[src/rtl/memory_stage_pkg.sv]
// Shared pipeline definitions for the memory stage.
// FSM states, write-back source encodings, timeout default.
package memory_stage_pkg;

  typedef enum logic {
    IDLE = 1'b0,
    WAIT = 1'b1
  } mem_state_e;

  localparam logic [1:0] WB_ALU = 2'b00;
  localparam logic [1:0] WB_MEM = 2'b01;
  localparam logic [1:0] WB_NPC = 2'b10;

  localparam int TIMEOUT_CYCLES_DEF = 16;

  typedef struct packed {
    logic        regwr;
    logic [1:0]  wbdata;
    logic [31:0] aluout;
    logic [31:0] memdata;
    logic [31:0] npc;
    logic [3:0]  rd;
  } mem_wb_t;

endpackage

[src/rtl/memory_stage_timeout.sv]
// Wait-cycle counter for the memory stage; present only
// when MEM_TIMEOUT_EN is defined.
`ifdef MEM_TIMEOUT_EN
module mem_timeout
  import memory_stage_pkg::*;
#(
  parameter int TIMEOUT_CYCLES = TIMEOUT_CYCLES_DEF
) (
  input  logic clk,
  input  logic rst_n,
  input  logic in_wait_i,
  input  logic ack_i,
  output logic timeout_o
);

  localparam int CW = $clog2(TIMEOUT_CYCLES + 1);
  localparam logic [CW-1:0] LAST = CW'(TIMEOUT_CYCLES - 1);

  logic [CW-1:0] cnt_q;
  logic [CW-1:0] cnt_d;
  logic          hit;

  // Fires on the last permitted wait cycle so it completes there.
  assign hit       = in_wait_i & ~ack_i & (cnt_q == LAST);
  assign timeout_o = hit;

  always_comb begin
    cnt_d = '0;
    if (in_wait_i && !ack_i && !hit) begin
      cnt_d = cnt_q + 1'b1;
    end
  end

  always_ff @(posedge clk) begin
    if (!rst_n) begin
      cnt_q <= '0;
    end else begin
      cnt_q <= cnt_d;
    end
  end

endmodule
`endif

[src/rtl/memory_stage.sv]
// MEM pipeline stage: data-memory handshake and MEM/WB register.
// Optional access timeout compiled in with MEM_TIMEOUT_EN.
module memory_stage
  import memory_stage_pkg::*;
#(
  parameter int TIMEOUT_CYCLES = TIMEOUT_CYCLES_DEF
) (
  input  logic        clk,
  input  logic        rst_n,
  input  logic        RegWr_EX,
  input  logic        MemWr_EX,
  input  logic        MemRd_EX,
  input  logic [1:0]  WBdata_EX,
  input  logic [31:0] ALUout,
  input  logic [31:0] D,
  input  logic [31:0] npc3,
  input  logic [3:0]  rd3,
  output logic        dmem_req,
  output logic        dmem_we,
  output logic [31:0] dmem_addr,
  output logic [31:0] dmem_wdata,
  input  logic [31:0] dmem_rdata,
  input  logic        dmem_ack,
  output logic        stall_mem,
  output logic        RegWr_MEM,
  output logic [1:0]  WBdata_MEM,
  output logic [31:0] ALUout4,
  output logic [31:0] MemData4,
  output logic [31:0] npc4,
  output logic [3:0]  rd4,
  output logic        mem_err
);

  mem_state_e state_q;
  mem_state_e state_d;
  mem_wb_t    wb_q;
  mem_wb_t    wb_d;

  logic access;
  logic is_load;
  logic in_wait;
  logic timeout;
  logic done;

  assign access  = MemRd_EX | MemWr_EX;
  // Store wins when both strobes are set: no read data captured.
  assign is_load = MemRd_EX & ~MemWr_EX;
  assign in_wait = (state_q == WAIT) & access;
  assign done    = access & dmem_ack;

`ifdef MEM_TIMEOUT_EN
  logic err_q;

  mem_timeout #(
    .TIMEOUT_CYCLES(TIMEOUT_CYCLES)
  ) u_timeout (
    .clk       (clk),
    .rst_n     (rst_n),
    .in_wait_i (in_wait),
    .ack_i     (dmem_ack),
    .timeout_o (timeout)
  );

  always_ff @(posedge clk) begin
    if (!rst_n) begin
      err_q <= 1'b0;
    end else if (timeout) begin
      err_q <= 1'b1;
    end
  end

  assign mem_err = err_q;
`else
  assign timeout = 1'b0;
  assign mem_err = 1'b0;
`endif

  assign dmem_req   = access;
  assign dmem_we    = MemWr_EX;
  assign dmem_addr  = ALUout;
  assign dmem_wdata = D;
  assign stall_mem  = access & ~dmem_ack & ~timeout;

  always_comb begin
    state_d = state_q;
    unique case (state_q)
      IDLE: begin
        if (access && !dmem_ack) begin
          state_d = WAIT;
        end
      end
      WAIT: begin
        if (!access || dmem_ack || timeout) begin
          state_d = IDLE;
        end
      end
      default: state_d = IDLE;
    endcase
  end

  always_comb begin
    wb_d = wb_q;
    if (stall_mem) begin
      wb_d.regwr = 1'b0;
    end else begin
      wb_d.regwr   = RegWr_EX & ~timeout;
      wb_d.wbdata  = WBdata_EX;
      wb_d.aluout  = ALUout;
      wb_d.npc     = npc3;
      wb_d.rd      = rd3;
      wb_d.memdata = (is_load && done) ? dmem_rdata : 32'h0;
    end
  end

  always_ff @(posedge clk) begin
    if (!rst_n) begin
      state_q <= IDLE;
      wb_q    <= '0;
    end else begin
      state_q <= state_d;
      wb_q    <= wb_d;
    end
  end

  assign RegWr_MEM  = wb_q.regwr;
  assign WBdata_MEM = wb_q.wbdata;
  assign ALUout4    = wb_q.aluout;
  assign MemData4   = wb_q.memdata;
  assign npc4       = wb_q.npc;
  assign rd4        = wb_q.rd;

endmodule

[config.mk]
export PLATFORM = sky130hd
export DESIGN_NAME = memory_stage
export DESIGN_NICKNAME = d
export VERILOG_FILES = /design/src/rtl/memory_stage_pkg.sv /design/src/rtl/memory_stage_timeout.sv /design/src/rtl/memory_stage.sv
export SDC_FILE = /design/constraint.sdc
export NUM_CORES = 1
export LEC_CHECK = 0
export ABC_AREA = 1
export CORE_MARGIN = 2
export CORE_UTILIZATION = 34
export CTS_CLUSTER_DIAMETER = 30
export CTS_CLUSTER_SIZE = 24
export DETAILED_ROUTE_END_ITERATION = 8
export MAX_ROUTING_LAYER = met4
export PLACE_DENSITY = 0.78
export SKIP_CTS_REPAIR_TIMING = 1
export SLEW_MARGIN = 20
export SYNTH_ARGS = -nofsm -noshare
export SYNTH_HDL_FRONTEND = slang
export SYNTH_HIERARCHICAL = 1
export SYNTH_SLANG_ARGS = --single-unit
export TNS_END_PERCENT = 1
[constraint.sdc]
create_clock -name clk -period 0.89 [get_ports clk]
set_input_delay 0.178 -clock clk [delete_from_list [all_inputs] [get_ports clk]]
set_output_delay 0.178 -clock clk [all_outputs]
set_load 0.02 [all_outputs]
Yosys cells after proc, flatten, opt, wreduce, memory -nomap -nowiden
Index checks and enable logic that the tools add are counted.
{ "totals": {"inputBits": 140, "regBits": 103} }
{ "classes": {"n_mux": 1, "bitwise": 7, "n_reduce_logical": 2} }
{ "ops": {"columns": ["cell", "n"], "rows": [
  ["$mux 32", 1],
  ["$and 1x1->1", 3],
  ["$not 1->1", 3],
  ["$reduce_or 2->1", 1],
  ["$logic_and 1x1->1", 1],
  ["$or 1x1->1", 1]
]} }

Longest topological paths before layout
Gate-level depths: netlist of the first run.
{ "depth": {"ltp_word": 4, "mapped_depth": 8} }

Worst setup path before layout of the first run
No wires, ideal clock.
{ "synth_timing": {"path_type": "input-to-reg", "from": "in MemRd_EX", "to": "reg wb_q, in the netlist ALUout4[13]", "arrival_time_ns": 0.873, "required_ns": 0.777, "slack_ns": -0.096, "path_stages": 6, "path_cell_list": "buf_4 nor2_1 nor2_4 buf_2 nor2_1 nor2_1"} }
{ "synth_via": {"elab_chain_len": 2} }
{ "synth_rtl": {"columns": ["element", "line", "rtl"], "rows": [
  ["from (decl)", "memory_stage.sv:12", "input logic MemRd_EX,"],
  ["$or 1x1->1", "memory_stage.sv:45", "assign access = MemRd_EX | MemWr_EX;"],
  ["$and 1x1->1", "memory_stage.sv:82", "assign stall_mem = access & ~dmem_ack & ~timeout;"],
  ["net stall_mem", "memory_stage.sv:24", "output logic stall_mem,"],
  ["to (signal assigned)", "memory_stage.sv:121", "wb_q <= wb_d;"],
  ["to (decl)", "memory_stage.sv:36", "mem_wb_t wb_q;"]
]} }
The timed path passes the listed nets, and every way through them passes these cells.
A chain may end at the register's enable or synchronous reset.

Final worst setup path of the first run
{ "layout_timing": {"from": "reg wb_q, in the netlist npc4[20]", "to": "out npc4[20]"} }
{ "layout_rtl": {"columns": ["element", "line", "rtl"], "rows": [
  ["to (decl)", "memory_stage.sv:29", "output logic [31:0] npc4,"]
]} }
No word-level cell between the ends.

==> run_results.csv, run 1 <==
group,metric,value,unit
grt,grt_busiest_layer,"met2",
timing,rsz0062_at_grt,"yes",
worst_setup_path,worst-path-buf-inv,1,
grt,grt_pass1_vias,4755,
grt,gr-total-overflow,0,
route,wl,15500,um
clock_tree,cts_buffers,9,
layout,final_common_cell,"nor2_1",
logic_synthesis,postSynthCellCount,676,
grt,grtUsageMet1,21.9,%
grt,antenna_found_initial,0,
route,via_count,4957,
floorplanning,io_pins,311,
floorplanning,die_y,125,um
floorplanning,fp.dieW,125,um
worst_setup_path,worstPathArrival,850,ps
flow_run,maxCapViolations,0,
clock_tree,cts_tree,"done",
route,drtIter0Drc,177,
layout,regArea,2190,um^2
timing,finalMaxSlewViolations,0,
clock_tree,clockBufferDepth,2,
grt,grt.total_usage,18.8,%
place,dp_hpwl,10500,um
logic_synthesis,ys_seq_elements,103,
min_path,hp-class,"input port to register",
floorplanning,rows,44,
worst_setup_path,start_kind,"register",
timing,finalSetupTns,-7940,ps
layout,n_antenna_cell,0,
timing,period_share,115,%
worst_setup_path,slowest_delay,340,ps
power,finalPower,12.6,mW
worst_setup_path,endpoint_kind,"output pin",
logic_synthesis,ys_top_cells_by_area,"dfxtp_1, buf_4, nor2_1, nand3_1, nand3_2",
worst_setup_path,crit_type,"register to output pin",
logic_synthesis,yosysTopAreaCell,"dfxtp_1",
grt,grt_pass1_wl,23300,um
timing,hold_viol_final,0,
floorplanning,fp.dieArea,15600,um^2
layout,fill_cells,1260,
power,p_per_area,1530,nW/um^2
clock_tree,insertion_delay,340,ps
route,vias_per_cell,4.62,
floorplanning,placeableCoreArea,14400,um^2
logic_synthesis,syn-num-nets,816,
clock_tree,clock-sinks,103,
outcome,violations,"setup timing",
logic_synthesis,yosysSeqAreaShare,41.4,%
logic_synthesis,synth_top_area_share,41.4,%
timing,timing.final.ws_setup,-135,ps
power,p_leak,3.99,nW
clock_tree,clk_root_buffer_cell,"clkbuf_16",
layout,drive_gt1_share,40.8,%
grt,grt_start_max_net_pins,48,
place,buffer_ports.inserted,245,
logic_synthesis,syn_avg_cell_area,7.37,um^2
grt,use_met2,31.5,%
route,drc_errors,0,
power,vdd_drop_max,0.00113,V
layout,nNetsFinal,1027,
worst_setup_path,required,710,ps
layout,synthToLayoutAreaGrowth,65.3,%
worst_setup_path,critPathMaxFanout,2,
worst_setup_path,path_cells,"clkbuf_2",
route,drtAntennaViolNets,0,
layout,fin_util,57.1,%
clock_tree,htree_num_levels,3,
route,drt_pass1_iterations,4,
timing,fmax,0.976,GHz
timing,setup_viol,104,
worst_setup_path,crit_family,"flip-flops",
logic_synthesis,synth_cell_types,18,
outcome,status,"complete, but fails checks",
timing,finalCriticalPeriod,1030,ps
place,place_worst_setup_slack,-895,ps
logic_synthesis,syn_area,4980,um^2
logic_synthesis,yosysWarnings,6,
layout,multi_input_area,1840,um^2
floorplanning,start_util,34.5,%
place,gp_congestion,0.797,
grt,gr-usage-met3,4.28,%
timing,fin_skew,0,ps
route,wl_per_cell,14.4,um
clock_tree,cts.reportedPaths.clkPinSlew,70,ps
layout,most-common-layout-cells,"nor2_1, buf_6, dfxtp_2",
timing,timing.hold.ws,135,ps
worst_setup_path,crit_path_top_delay_cell,"dfxtp_1",
==> path summary, 6_finish.rpt <==
check | endpoint | slack [ps] | cells past startpoint | from
worst max-delay path | npc4[20] | -140 | 1 | npc4[20]
worst min-delay path | ALUout4[22] | 140 | 3 | ALUout[22]
worst max register to register | MemData4[11] | 130 | 3 | MemData4[11]
worst min register to register | MemData4[2] | 480 | 2 | MemData4[2]
==> power by group <==
part           leakage, nW  switching, mW  internal (mW)
logic                 2.94           1.47           1.54
registers            0.885          0.193           4.95
clock network        0.164           1.69           2.79
total                 3.99           3.36           9.28
==> cells by family (layout without fill, tap and decap cells) <==
group	Yosys count	after routing	share of synthesized area (%)
simple gates	349	349	33.6
other cells	1	1	0.0753
buf+inv	191	405	21.7
flops	103	103	41.4
compound gates	32	32	3.22
==> area by class of cell <==
| type | count | share of cell area [%] |
|---|---|---|
| Timing Repair Buffer | 317 | 40.7 |
| Sequential cell | 103 | 26.6 |
| Multi-Input combinational cell | 382 | 22.4 |
| Inverter | 74 | 3.40 |
| Clock buffer | 10 | 2.90 |
| Tap cell | 184 | 2.80 |
| Clock inverter | 4 | 1.15 |
==> Yosys cell counts, drive strengths merged <==
cell type,number
nand4,32
nor2,143
clkbuf,18
nand3,102
conb,1
a21oi,32
dfxtp,103
nand2,72
buf,99
inv,74
==> sequential cells by signal, indices dropped and copies added, names as in the netlist <==
| register | count |
|---|---|
| MemData4 | 32 |
| WBdata_MEM | 2 |
| ALUout4 | 32 |
| RegWr_MEM | 1 |
| rd4 | 4 |
| npc4 | 32 |
==> through the flow <==
step	area (um^2)	cells
floorplan	5040	676
global placement	7490	1058
detailed placement	7490	1058
CTS	7820	1072
global route	8230	1074
finish	8230	1074
==> layer usage <==
| layer | part of all wire [%] | routed length, um | vias to the layer above |
|---|---|---|---|
| li1 | - | - | 2469 |
| met1 | 40 | 6170 | 2235 |
| met2 | 50 | 7730 | 216 |
| met3 | 7.3 | 1140 | 37 |
| met4 | 2.8 | 437 | 0 |
| met5 | 0 | 0 | - |
No activity file was read; power rests on OpenSTA's default activity.
==> run 2: changes to the inputs <==
--- a/config.mk
+++ b/config.mk
@@ -6,7 +6,7 @@
 export NUM_CORES = 1
 export LEC_CHECK = 0
 export ABC_AREA = 1
-export CORE_MARGIN = 2
+export CORE_MARGIN = 3
 export CORE_UTILIZATION = 34
 export CTS_CLUSTER_DIAMETER = 30
 export CTS_CLUSTER_SIZE = 24
==> run_results.csv, run 2 (synthesis results as in run 1) <==
group,metric,value,unit
power,pwr-share-comb,25.6,%
route,vias_per_cell,4.62,
grt,grt_pass1_vias,4732,
grt,antenna_found_initial,1,
worst_setup_path,path_cells,"buf_6",
worst_setup_path,start_kind,"register",
grt,gr-total-overflow,0,
grt,grt.total_usage,18.6,%
floorplanning,io_pins,311,
min_path,hp-class,"input port to register",
place,place_worst_setup_slack,-817,ps
power,p_int,8.50,mW
outcome,status,"complete, but fails checks",
layout,drive_gt1_share,41.2,%
layout,layoutNonFillerInstCount,1082,
timing,period_share,114,%
timing,hold_viol_final,0,
place,buffer_ports.inserted,245,
worst_setup_path,crit_type,"register to output pin",
timing,fmax,0.985,GHz
timing,finalCriticalPeriod,1020,ps
place,dp_hpwl,10900,um
place,dp.cells,1063,
clock_tree,insertion_delay,340,ps
floorplanning,fp.dieW,127,um
place,postPlaceCellArea,7560,um^2
route,via_count,4999,
timing,finalMaxSlewViolations,0,
clock_tree,cts.reportedPaths.clkPinSlew,70,ps
clock_tree,cts_tree,"done",
clock_tree,clockBufferDepth,2,
floorplanning,rows,43,
worst_setup_path,slowest_delay,360,ps
power,p_seq_share,43.1,%
layout,final_common_cell,"nor2_1",
floorplanning,start_util,35.3,%
layout,fill_cells,1221,
route,drtIter0Drc,145,
layout,multi_input_area,1850,um^2
worst_setup_path,cp_num_cells,1,
power,vdd_drop_max,0.00110,V
timing,timing.hold.ws,127,ps
flow_run,maxCapViolations,0,
route,wl,15400,um
power,p_leak,4.00,nW
floorplanning,placeableCoreArea,14100,um^2
timing,fin_skew,0,ps
worst_setup_path,crit_path_top_delay_cell,"dfxtp_2",
grt,grt_pass1_wl,23600,um
power,p_per_area,1450,nW/um^2
route,drt_pass1_iterations,4,
outcome,violations,"setup timing",
worst_setup_path,worst-path-buf-inv,1,
timing,timing.final.ws_setup,-125,ps
route,wl_per_cell,14.2,um
grt,grt_start_max_net_pins,42,
worst_setup_path,endpoint_kind,"output pin",
layout,synthToLayoutAreaGrowth,65.6,%
worst_setup_path,crit_family,"flip-flops",
worst_setup_path,worstPathArrival,840,ps
worst_setup_path,required,710,ps
floorplanning,die_y,127,um
layout,nNetsFinal,1036,
worst_setup_path,ff2ff_path_depth,3,
layout,final_cell_area,8250,um^2
power,finalPower,11.9,mW
route,drtAntennaViolNets,0,
clock_tree,clock-sinks,103,
layout,most-common-layout-cells,"nor2_1, buf_6, dfxtp_2",
timing,rsz0062_at_grt,"yes",
power,swShare,28.8,%
min_path,min_path_cells,3,
timing,setup_viol,104,
power,clkPwrFrac,31.4,%
worst_setup_path,critPathMaxFanout,2,
clock_tree,clk_root_buffer_cell,"clkbuf_16",
layout,regArea,2190,um^2
worst_setup_path,ff2ff_setup_slack,170,ps
clock_tree,htree_num_levels,3,
route,drc_errors,0,
clock_tree,cts_buffers,9,
floorplanning,fp.dieArea,16100,um^2
place,gp_congestion,0.793,
power,p_sw,3.43,mW
-- run 2: cell types whose count changed in the layout (fill, tap and decap cells not counted), sizes merged --
cell and delta:
dlymetal6s2s +3, clkbuf -4, diode +1, buf +13, bufinv -3, clkinvlp +3, clkdlybuf4s50 -1
-- run 2: layer usage --
metal,up-vias,track usage [%],share of wire [%]
li1,2492,-,-
met1,2285,20.9,40
met2,200,31.4,50
met3,22,6.10,8.2
met4,0,5.80,2.0
met5,-,-,0
-- run 2: worst paths after layout --
| check | startpoint | to |
|---|---|---|
| worst max register to register | MemData4[21] | MemData4[21] |
| worst min register to register | MemData4[9] | MemData4[9] |
| worst min-delay path | rst_n | npc4[4] |
| worst max-delay path | ALUout4[24] | ALUout4[24] |
-- run 2: final cells by class --
class	count	share of cell area, %
diodes	1	0.0303
clock buffers	12	2.99
clock inverters	4	0.379
inverters	74	3.40
multi-input cells	382	22.5
flip-flops and latches	103	26.5
well taps	180	2.73
repair buffers	326	41.5
-- run 2: through the flow --
step           TNS [ps]  utilization (%)
4_1_cts         -117470             55.6
5_1_grt          -12390             58.5
2_1_floorplan     -1730                -
3_3_place_gp    -113150             53.6
3_5_place_dp    -115720             53.6
6_report          -9030             58.5
-- run 2: worst min-delay path: stages --
cell	delay, ps
buf_2	160
nand2_1	80
nor2_1	30
-- run 2: power groups by stage --
| stage | Combinational [mW] | Clock, mW | Sequential [mW] |
|---|---|---|---|
| final | 3.05 | 3.74 | 5.14 |
| after global routing | 3.29 | 4.02 | 5.17 |
| after CTS | 2.99 | 3.87 | 5.03 |
| after detailed placement | 2.97 | 0 | 5.14 |
| after global placement | 2.94 | 0 | 5.13 |
| after floorplan | 1.36 | 0 | 5.48 |
==> edit: new RTL, settings of run 2 <==
The option `MEM_TIMEOUT_EN` is turned on by a define.
--- a/src/rtl/memory_stage_timeout.sv
+++ b/src/rtl/memory_stage_timeout.sv
@@ -1,5 +1,7 @@
 // Wait-cycle counter for the memory stage; present only
 // when MEM_TIMEOUT_EN is defined.
+`define MEM_TIMEOUT_EN
+
 `ifdef MEM_TIMEOUT_EN
 module mem_timeout
   import memory_stage_pkg::*;
Formal check against the unedited RTL: no difference found for any inputs over 10 cycles, from zero or initial values and one cycle with rst_n low; that may be too few to reach the edited logic, so the function may still have changed.
==> edit against run 2 <==
  * The flow still finishes with violations (setup timing)
  * Clock power grew 13%
  * Critical endpoint is now stall_mem
  * Sequential share of layout area decreased by 1.6 points
  * First-iteration DRC count increased by 86%
  * Register-to-register slack got worse by 1.1 ns
  * Setup slack worse by 0.87 ns
  * Largest power group unchanged
  * Routed wire length rose by 16%
  * Highest routed layer unchanged
  * Cell area increased by 13%
  * Synthesized area rose by 24%
  * Via count is 24% higher
  * Total power is 12% higher
  * Sequential cell count is 7 higher
==> edit: results (changes against run 2) <==
| Metric | Value |
|---|---|
| Outcome | `finished with violations (unchanged)` |
| Failing checks | `setup timing (unchanged)` |
| Psw | `3.81 mW (was 3.43 mW)` |
| Clock network power | `4.23 mW (was 3.74 mW)` |
| Worst R2R Setup Slack | `-0.97 ns (was 0.17 ns)` |
| Drt first pass iters | `5 (was 4)` |
| R2R depth | `12 (was 3)` |
| Wire per inst | `12.9 µm (was 14.2 µm)` |
| Final GP Congestion | `0.785 (was 0.793)` |
| Pin count of the biggest net entering global routing | `60 (was 42)` |
| Area after DPL | `8660 µm² (was 7560 µm²)` |
| Hold_sp | `ALUout[25] (was rst_n)` |
| Post-synthesis net count | `1,122 (was 816)` |
| Final worst slack | `-0.998 ns (was -0.125 ns)` |
| Final setup fails | `219 (was 104)` |
| Clk_skew | `0.00897 ns (was 0 ns)` |
| Critical path data arrival time | `1.71 ns (was 0.84 ns)` |
| Vias in the first global route | `5,761 (was 4,732)` |
| Worst-path fanout max | `4 (was 2)` |
| Dpl cells | `1,368 (was 1,063)` |
| R2r endpoint | `npc4[9] (was MemData4[21])` |
| Leakage power | `5.22 nW (was 4.00 nW)` |
| Layout cells sized above 1 | `0.352 (was 0.412)` |
| Met2 Use GR | `0.296 (was 0.314)` |
| N_diodes | `0 (was 1)` |
| Post-synthesis sequential area ratio | `0.357 (was 0.414)` |
| Iteration-0 DRC Markers | `269 (was 145)` |
| Met1 global-route usage | `0.205 (was 0.209)` |
| Initial antenna violation count | `0 (was 1)` |
| Top cell types by occurrence after synthesis | `nand2_1 (202), inv_1 (190), nand4_1 (135) (was nor2_1 (142), dfxtp_1 (103), nand3_1 (73))` |
| Synth cell types | `20 (was 18)` |
| Critical Path End | `stall_mem (was ALUout4[24])` |
| Routed wire length | `17,800 µm (was 15,400 µm)` |
| Post-DP HPWL | `12,500 µm (was 10,900 µm)` |
| Pwr Density | `1430 nW/µm² (was 1450 nW/µm²)` |
| Flop+latch power | `5.55 mW (was 5.14 mW)` |
| VDD IR max | `1410 µV (was 1100 µV)` |
| Hold Path Depth | `5 (was 3)` |
| DR vias/cell | `4.48 (was 4.62)` |
| Final hold slack | `0.177 ns (was 0.127 ns)` |
| GR Layer Usage met3 | `0.0465 (was 0.0610)` |
| Synth top area cells | `dfxtp_1 (36%), nand4_1 (14%), nand2_1 (12%) (was dfxtp_1 (41%), buf_4 (11%), nor2_1 (11%))` |
==> edit: kinds of logic (layout without fill, tap and decap cells) <==
logic type | count (synthesis) | in the layout | synth area share
xor gates and xnor gates | 1 | 1 | 0.00142
adders and majority gates | 2 | 2 | 0.00405
AOI/OAI and AO/OA | 5 | 5 | 0.00446
buffers and inverters | 410 | 590 | 0.301
DFF | 110 | 110 | 0.357
and+or+nand+nor | 452 | 452 | 0.333
==> edit: worst max-delay path, cell delays in order (launching register included) <==
cell and delay [ns]:
dfxtp_2 0.35, ha_4 0.14, nand2_2 0.04, nor2_2 0.07, ha_2 0.17, inv_2 0.05
nor3_4 0.18, clkinv_2 0.10, nand3_4 0.10, inv_4 0.04, buf_6 0.12
==> edit: area by class of cell <==
type / instances / area (µm²)
sequential: 110 / 2330
timing repair buffer: 296 / 3180
multi-input combinational: 460 / 2190
tap: 225 / 282
fill: 1621 / 8210
clock inverter: 4 / 72.6
inverter: 279 / 1050
clock buffer: 11 / 233
